**src/rtl/xbus_pkg.sv**
```systemverilog
// Shared definitions for the XBUS master: widths, I/O page base and FSM states.
package xbus_pkg;

  localparam int ADDR_W = 22;
  localparam int DATA_W = 32;

  localparam logic [ADDR_W-1:0] IO_BASE = 22'o17772000;

  typedef enum logic [1:0] {
    ST_IDLE    = 2'd0,
    ST_REQ     = 2'd1,
    ST_RECOVER = 2'd2
  } state_t;

endpackage

```
**src/rtl/xbus_if.sv**
```systemverilog
// XBUS bus-side signal bundle; master drives the request, slave answers.
interface xbus_if;
  import xbus_pkg::*;

  logic [ADDR_W-1:0] addr;
  logic [DATA_W-1:0] dataout;
  logic [DATA_W-1:0] datain;
  logic              req;
  logic              write;
  logic              decode;
  logic              ack;

  modport master (output addr, dataout, req, write, input datain, decode, ack);
  modport slave  (input addr, dataout, req, write, output datain, decode, ack);

endinterface

```
**src/rtl/xbus_timeout_ctr.sv**
```systemverilog
// No-device timeout counter: counts undecoded request cycles, flags the last one.
module xbus_timeout_ctr #(
  parameter int TIMEOUT = 16
) (
  input  logic clk,
  input  logic reset,
  input  logic clear,
  input  logic enable,
  output logic expired
);

  logic [7:0] count;

  always_ff @(posedge clk) begin
    if (reset || clear) begin
      count <= 8'd0;
    end else if (enable) begin
      count <= count + 8'd1;
    end
  end

  assign expired = (count == 8'(TIMEOUT - 1));

endmodule

```
**src/rtl/xbus_master.sv**
```systemverilog
// XBUS master: turns a CPU request into one bus transaction (IDLE/REQ/RECOVER).
// Optional no-device abort is built when XBUS_TIMEOUT_EN is defined.
module xbus_master
  import xbus_pkg::*;
#(
  parameter int TIMEOUT = 16
) (
  input  logic              clk,
  input  logic              reset,
  input  logic [ADDR_W-1:0] cpu_addr,
  input  logic [DATA_W-1:0] cpu_wdata,
  input  logic              cpu_req,
  input  logic              cpu_write,
  output logic [DATA_W-1:0] cpu_rdata,
  output logic              cpu_done,
  output logic              cpu_err,
  output logic              busy,
  xbus_if.master            bus
);

  state_t state, state_nxt;
  logic   load_cmd;
  logic   finish;
  logic   abort;
  logic   timeout_hit;

`ifdef XBUS_TIMEOUT_EN
  logic decoded;
  logic expired;

  // Sticky claim flag; held clear outside REQ so every transaction starts fresh.
  always_ff @(posedge clk) begin
    if (reset || state != ST_REQ) begin
      decoded <= 1'b0;
    end else if (bus.decode) begin
      decoded <= 1'b1;
    end
  end

  xbus_timeout_ctr #(.TIMEOUT(TIMEOUT)) u_timeout_ctr (
    .clk     (clk),
    .reset   (reset),
    .clear   (state != ST_REQ),
    .enable  (state == ST_REQ && !decoded && !bus.decode),
    .expired (expired)
  );

  assign timeout_hit = (state == ST_REQ) && expired && !decoded && !bus.decode;

  always_ff @(posedge clk) begin
    if (reset) begin
      cpu_err <= 1'b0;
    end else begin
      cpu_err <= abort;
    end
  end
`else
  assign timeout_hit = 1'b0;
  assign cpu_err     = 1'b0;
`endif

  always_ff @(posedge clk) begin
    if (reset) begin
      state <= ST_IDLE;
    end else begin
      state <= state_nxt;
    end
  end

  always_comb begin
    state_nxt = state;
    unique case (state)
      ST_IDLE:    if (cpu_req) state_nxt = ST_REQ;
      ST_REQ:     if (bus.ack || timeout_hit) state_nxt = ST_RECOVER;
      ST_RECOVER: if (!bus.ack) state_nxt = ST_IDLE;
      default:    state_nxt = ST_IDLE;
    endcase
  end

  // req follows the registered state directly, so reset drops it at the next edge.
  always_comb begin
    load_cmd = (state == ST_IDLE) && cpu_req;
    finish   = (state == ST_REQ) && (bus.ack || timeout_hit);
    abort    = timeout_hit && !bus.ack;
    bus.req  = (state == ST_REQ);
    busy     = (state != ST_IDLE);
  end

  always_ff @(posedge clk) begin
    if (reset) begin
      bus.addr    <= '0;
      bus.dataout <= '0;
      bus.write   <= 1'b0;
      cpu_rdata   <= '0;
      cpu_done    <= 1'b0;
    end else begin
      cpu_done <= finish;
      if (load_cmd) begin
        bus.addr    <= cpu_addr;
        bus.dataout <= cpu_wdata;
        bus.write   <= cpu_write;
      end
      if (abort) begin
        cpu_rdata <= '0;
      end else if (finish && !bus.write) begin
        cpu_rdata <= bus.datain;
      end
    end
  end

endmodule
```
**src/flat_wrapper.sv**
```systemverilog
// flat-port wrapper written by rule: the top's interface ports become plain ports
module xbus_master_flat import xbus_pkg::*;
#(
  parameter int TIMEOUT = 16
)
  (clk, reset, cpu_addr, cpu_wdata, cpu_req, cpu_write, cpu_rdata, cpu_done, cpu_err, busy, bus_addr, bus_dataout, bus_req, bus_write, bus_datain, bus_decode, bus_ack);
  xbus_if bus_i ();
  input  logic clk;
  input  logic reset;
  input  logic [ADDR_W-1:0] cpu_addr;
  input  logic [DATA_W-1:0] cpu_wdata;
  input  logic cpu_req;
  input  logic cpu_write;
  output logic [DATA_W-1:0] cpu_rdata;
  output logic cpu_done;
  output logic cpu_err;
  output logic busy;
  output wire logic [$bits(bus_i.addr)-1:0] bus_addr;
  output wire logic [$bits(bus_i.dataout)-1:0] bus_dataout;
  output wire logic [$bits(bus_i.req)-1:0] bus_req;
  output wire logic [$bits(bus_i.write)-1:0] bus_write;
  input wire logic [$bits(bus_i.datain)-1:0] bus_datain;
  input wire logic [$bits(bus_i.decode)-1:0] bus_decode;
  input wire logic [$bits(bus_i.ack)-1:0] bus_ack;
  assign bus_addr = bus_i.addr;
  assign bus_dataout = bus_i.dataout;
  assign bus_req = bus_i.req;
  assign bus_write = bus_i.write;
  assign bus_i.datain = bus_datain;
  assign bus_i.decode = bus_decode;
  assign bus_i.ack = bus_ack;
  xbus_master #(.TIMEOUT(TIMEOUT)) u_core (.clk(clk), .reset(reset), .cpu_addr(cpu_addr), .cpu_wdata(cpu_wdata), .cpu_req(cpu_req), .cpu_write(cpu_write), .cpu_rdata(cpu_rdata), .cpu_done(cpu_done), .cpu_err(cpu_err), .busy(busy), .bus(bus_i));
endmodule
```
**config.mk**
```make
export PLATFORM = sky130hd
export DESIGN_NAME = xbus_master_flat
export DESIGN_NICKNAME = d
export VERILOG_FILES = /design/src/rtl/xbus_pkg.sv /design/src/rtl/xbus_if.sv /design/src/rtl/xbus_timeout_ctr.sv /design/src/rtl/xbus_master.sv /design/src/flat_wrapper.sv
export SDC_FILE = /design/constraint.sdc
export NUM_CORES = 1
export LEC_CHECK = 0
export BUFFER_PORTS_ARGS = -buffer_cell sky130_fd_sc_hd__buf_2
export CAP_MARGIN = 20
export CORE_MARGIN = 8
export CORE_UTILIZATION = 47
export CTS_CLUSTER_DIAMETER = 40
export CTS_CLUSTER_SIZE = 28
export DETAILED_ROUTE_END_ITERATION = 8
export GPL_ROUTABILITY_DRIVEN = 1
export GPL_TIMING_DRIVEN = 0
export PLACE_DENSITY = 0.86
export SLEW_MARGIN = 10
export SYNTH_ARGS = -nofsm -noshare
export SYNTH_HDL_FRONTEND = slang
export SYNTH_SLANG_ARGS = --single-unit
```
**constraint.sdc**
```tcl
create_clock -name clk -period 1.6 [get_ports clk]
set_clock_uncertainty 0.1 [all_clocks]
set_input_delay 0.32 -clock clk [delete_from_list [all_inputs] [get_ports clk]]
set_output_delay 0.32 -clock clk [all_outputs]
set_load 0.05 [all_outputs]
```
==> summary.md <==
For the via count of the first global-routing pass, the log shows 3585. TritonCTS built the clock tree. The clock passes through at most 2 buffers.

STA classifies the critical path startpoint as a flip-flop. In this run the standard cell core region covers 0.008551 sq mm. Type of the worst setup path: reg2out. The leakage component of the power is 2.520 nW. The part of the cycle the worst path needs is 96.33%. The fraction of layout instances using a drive strength above 1 was 36.39%.

The congestion estimate from routability-driven global placement came to 0.7293. The logs give 47.69% for the starting utilization of the core area and 8165 um for the post-detailed-placement half-perimeter wirelength. The worst path in the final design needs a cycle of 1.541 ns, including I/O delays and setup.

Derived from the worst setup path, the maximum achievable clock frequency is 648.8 MHz. During I/O placement, the number of pins put on the boundary was 183. Entering global routing, the biggest net connects 16 pins. The netlist uses 18 different library cells.

The worst setup path is captured at a primary output. Excluding fillers, the count of instances in the completed layout stands at 696. The height of the die came out at 109.1 um. The tools report the post-detailed-routing wire length as 10510 um. The signal arrival time at the worst endpoint is 1.12 ns. The most used flip-flop cell after synthesis is sky130_fd_sc_hd__dfxtp_1.

The floorplan step defined a die boundary enclosing 0.01191 sq mm. The number of antenna diodes in the final layout is 0. Count of state elements after synthesis: 90. The run gives 0 as the count of yosys warnings during synthesis. The maximum fanout count along the critical path is 4, and the later-pin clock latency in the skew report is 0.35 ns. The run gives 0 as the count of unresolved DRC violations after routing.

The tools report the net total in the final layout as 675. IR analysis of the VDD net gives a maximum drop of 0.0005529 V. CTS built an H-tree with a depth of 3.

Cell count after placement: 678. Counting every net in the synthesized netlist gives 483. The cell count after synthesis came out at 391.

After clock tree synthesis, the clock-pin slew on the worst setup and hold paths is 0.10 ns. Fill cells in the final layout number 731. The finished cells cover 0.005385 sq mm. For this block, the initial DRC count from the detailed router was 118.

For the sequential element share of the synthesized area, the log shows 44.19%. Counting flops with an async set or reset pin after synthesis yields a share of 0%. Setup repair after global routing left no endpoint under its margin.

The logs give 0 for the total count of max-transition violations in the final report and 1.18 ns for the worst endpoint required time. The run gives 16450 um as the global-route wire length before repair. The tool flagged a number of max-cap violations equal to 0. The die is 109.1 um wide. For this run, the detailed router's first-pass iteration total came to 4.

The path class of the lowest-slack min-delay path is in2reg. Ranked by total cell area, the synthesized netlist is headed by sky130_fd_sc_hd__dfxtp_1 (44%), sky130_fd_sc_hd__nand2b_1 (27%), sky130_fd_sc_hd__mux2i_1 (21%). In this run the tool buffered the top-level ports with 179 buffer cells.

For this design, the sink count on the clock tree is 90. Total of hold buffers inserted after clock tree synthesis: 0. Most area-hungry cell type in the Yosys netlist: sky130_fd_sc_hd__dfxtp_1. The number of vias in the routed layout came out at 3265. The flow ran to the end, and the final reports show no timing, DRC or antenna violations. By count the netlist is led by sky130_fd_sc_hd__nand2b_1 (174), sky130_fd_sc_hd__dfxtp_1 (90), sky130_fd_sc_hd__mux2i_1 (87).

From synthesis to final layout, the design area changed by 32.06%. Summing all multi-input logic gate instances after layout gives 0.002048 sq mm. For the CTS buffer count, the log shows 9. A synthesized cell averages 10.43 sq um. The number of antenna-violating nets in the routed design is 0.

Summing all placed instances gives a cell area of 0.005109 sq mm. Counting flops with a built-in enable in the synthesized netlist gives 0. Across the whole layout, storage elements account for 0.001807 sq mm. The final total negative setup slack is 0 ns. The initial antenna violation count was 0.

Dividing the detail-routed wire length by the instance count gives 15.10 um. Most frequent cell after synthesis: sky130_fd_sc_hd__nand2b_1. The number of rows in the core area was 34; the overall routing resource usage was 17.39%.

The design draws 5.517 mW. In this run the clock root is driven by a sky130_fd_sc_hd__clkbuf_8. The cell area power density is 1025 mW/mm^2.

The via-per-instance ratio was 4.691; the final-report hold violation count was 0. The mapped netlist covers 0.004078 sq mm. The synthesized design devotes to its leading area cell type 44.19% of total area. Setup violations remaining at the end of the flow were counted as 0. The final global-route overflow total was 0.
==> path summary, 6_finish.rpt <==
kind / start / to / slack [ns] / cells past startpoint
max: u_core.state[1]$_SDFFE_PP0P_ / bus_req / 0.06 / 2
min: bus_datain[12] / u_core.cpu_rdata[12]$_SDFFE_PP0P_ / 0.11 / 3
max reg2reg: u_core.state[1]$_SDFFE_PP0P_ / u_core.bus.dataout[21]$_SDFFE_PP0P_ / 0.09 / 5
min reg2reg: u_core.bus.dataout[4]$_SDFFE_PP0P_ / u_core.bus.dataout[4]$_SDFFE_PP0P_ / 0.37 / 2
==> logic make-up (layout without fill, tap and decap cells) <==
group	count (synthesis)	after routing	synth area share (%)
flops	90	90	44.19
buf+inv	30	227	5.646
other cells	1	1	0.09196
simple gates	181	181	28.26
compound gates	1	1	0.2455
xor+xnor	1	1	0.2148
mux	87	87	21.36
==> routing by layer <==
layer,vias up,routed length (um),global-route usage (%),part of all wire (%)
met5,-,0,0,0
met4,0,144,6.647,1.4
met3,12,1223,8.333,12
met2,109,5031,30.03,48
met1,1511,4109,17.85,39
li1,1633,-,-,-
==> where the power goes <==
part           total (mW)  leakage (nW)  switching (mW)  internal [mW]
combinational        1.28          1.66           0.819          0.456
clock                1.79         0.120           0.817          0.974
sequential           2.45         0.737          0.0745           2.38
==> registers in the layout, indices dropped and copies added (netlist names) <==
signal,cells
u_core.cpu_rdata,32
u_core.state,2
u_core.bus.dataout,32
u_core.bus.addr,22
u_core.cpu_done,1
u_core.bus.write,1
==> worst max-delay path, stage by stage (launching register included) <==
cell	delay (ns)
sky130_fd_sc_hd__dfxtp_4	0.38
sky130_fd_sc_hd__and2b_2	0.24
sky130_fd_sc_hd__buf_6	0.15
==> placed cells by master (no fill, tap or decap), drive strengths merged <==
cell,synthesis,final
and2b,1,1
or2,1,1
xnor2,1,1
clkinv,0,3
mux2i,87,87
bufinv,0,2
and3b,1,1
dfxtp,90,90
nor3b,3,3
o21ba,1,1
conb,1,1
clkbuf,18,29
and4bb,1,1
buf,12,193
nand2b,174,174
==> cell type report <==
| type | count | area share [%] |
|---|---|---|
| buffer | 30 | 4.275 |
| clock buffer | 11 | 2.811 |
| multi-input combinational | 271 | 38.03 |
| clock inverter | 5 | 1.603 |
| sequential | 90 | 33.55 |
| timing repair buffer | 181 | 17.22 |
| tap | 108 | 2.509 |
==> stage by stage <==
step / hold slack (ns) / utilization, % / setup WS, ns
final: 0.1133 / 62.98 / 0.05875
after detailed placement: 0.3574 / 59.75 / 0.1432
after floorplan: 0.3753 / - / 0.1045
after global routing: 0.09638 / 62.98 / 0.01025
after CTS: 0.09494 / 62.94 / 0.02298
after global placement: 0.3552 / 59.75 / 0.1825
==> timing repair <==
| item | 4_1_cts | 5_1_grt |
|---|---|---|
| hold endpoints to repair | 0 | 0 |
| gates resized for setup | 8 | 1 |
| buffers inserted | 2 | 0 |
| pin swaps | 0 | 0 |
| endpoints found under the setup margin | 2 | 1 |
No activity file was read; power rests on OpenSTA's default activity.
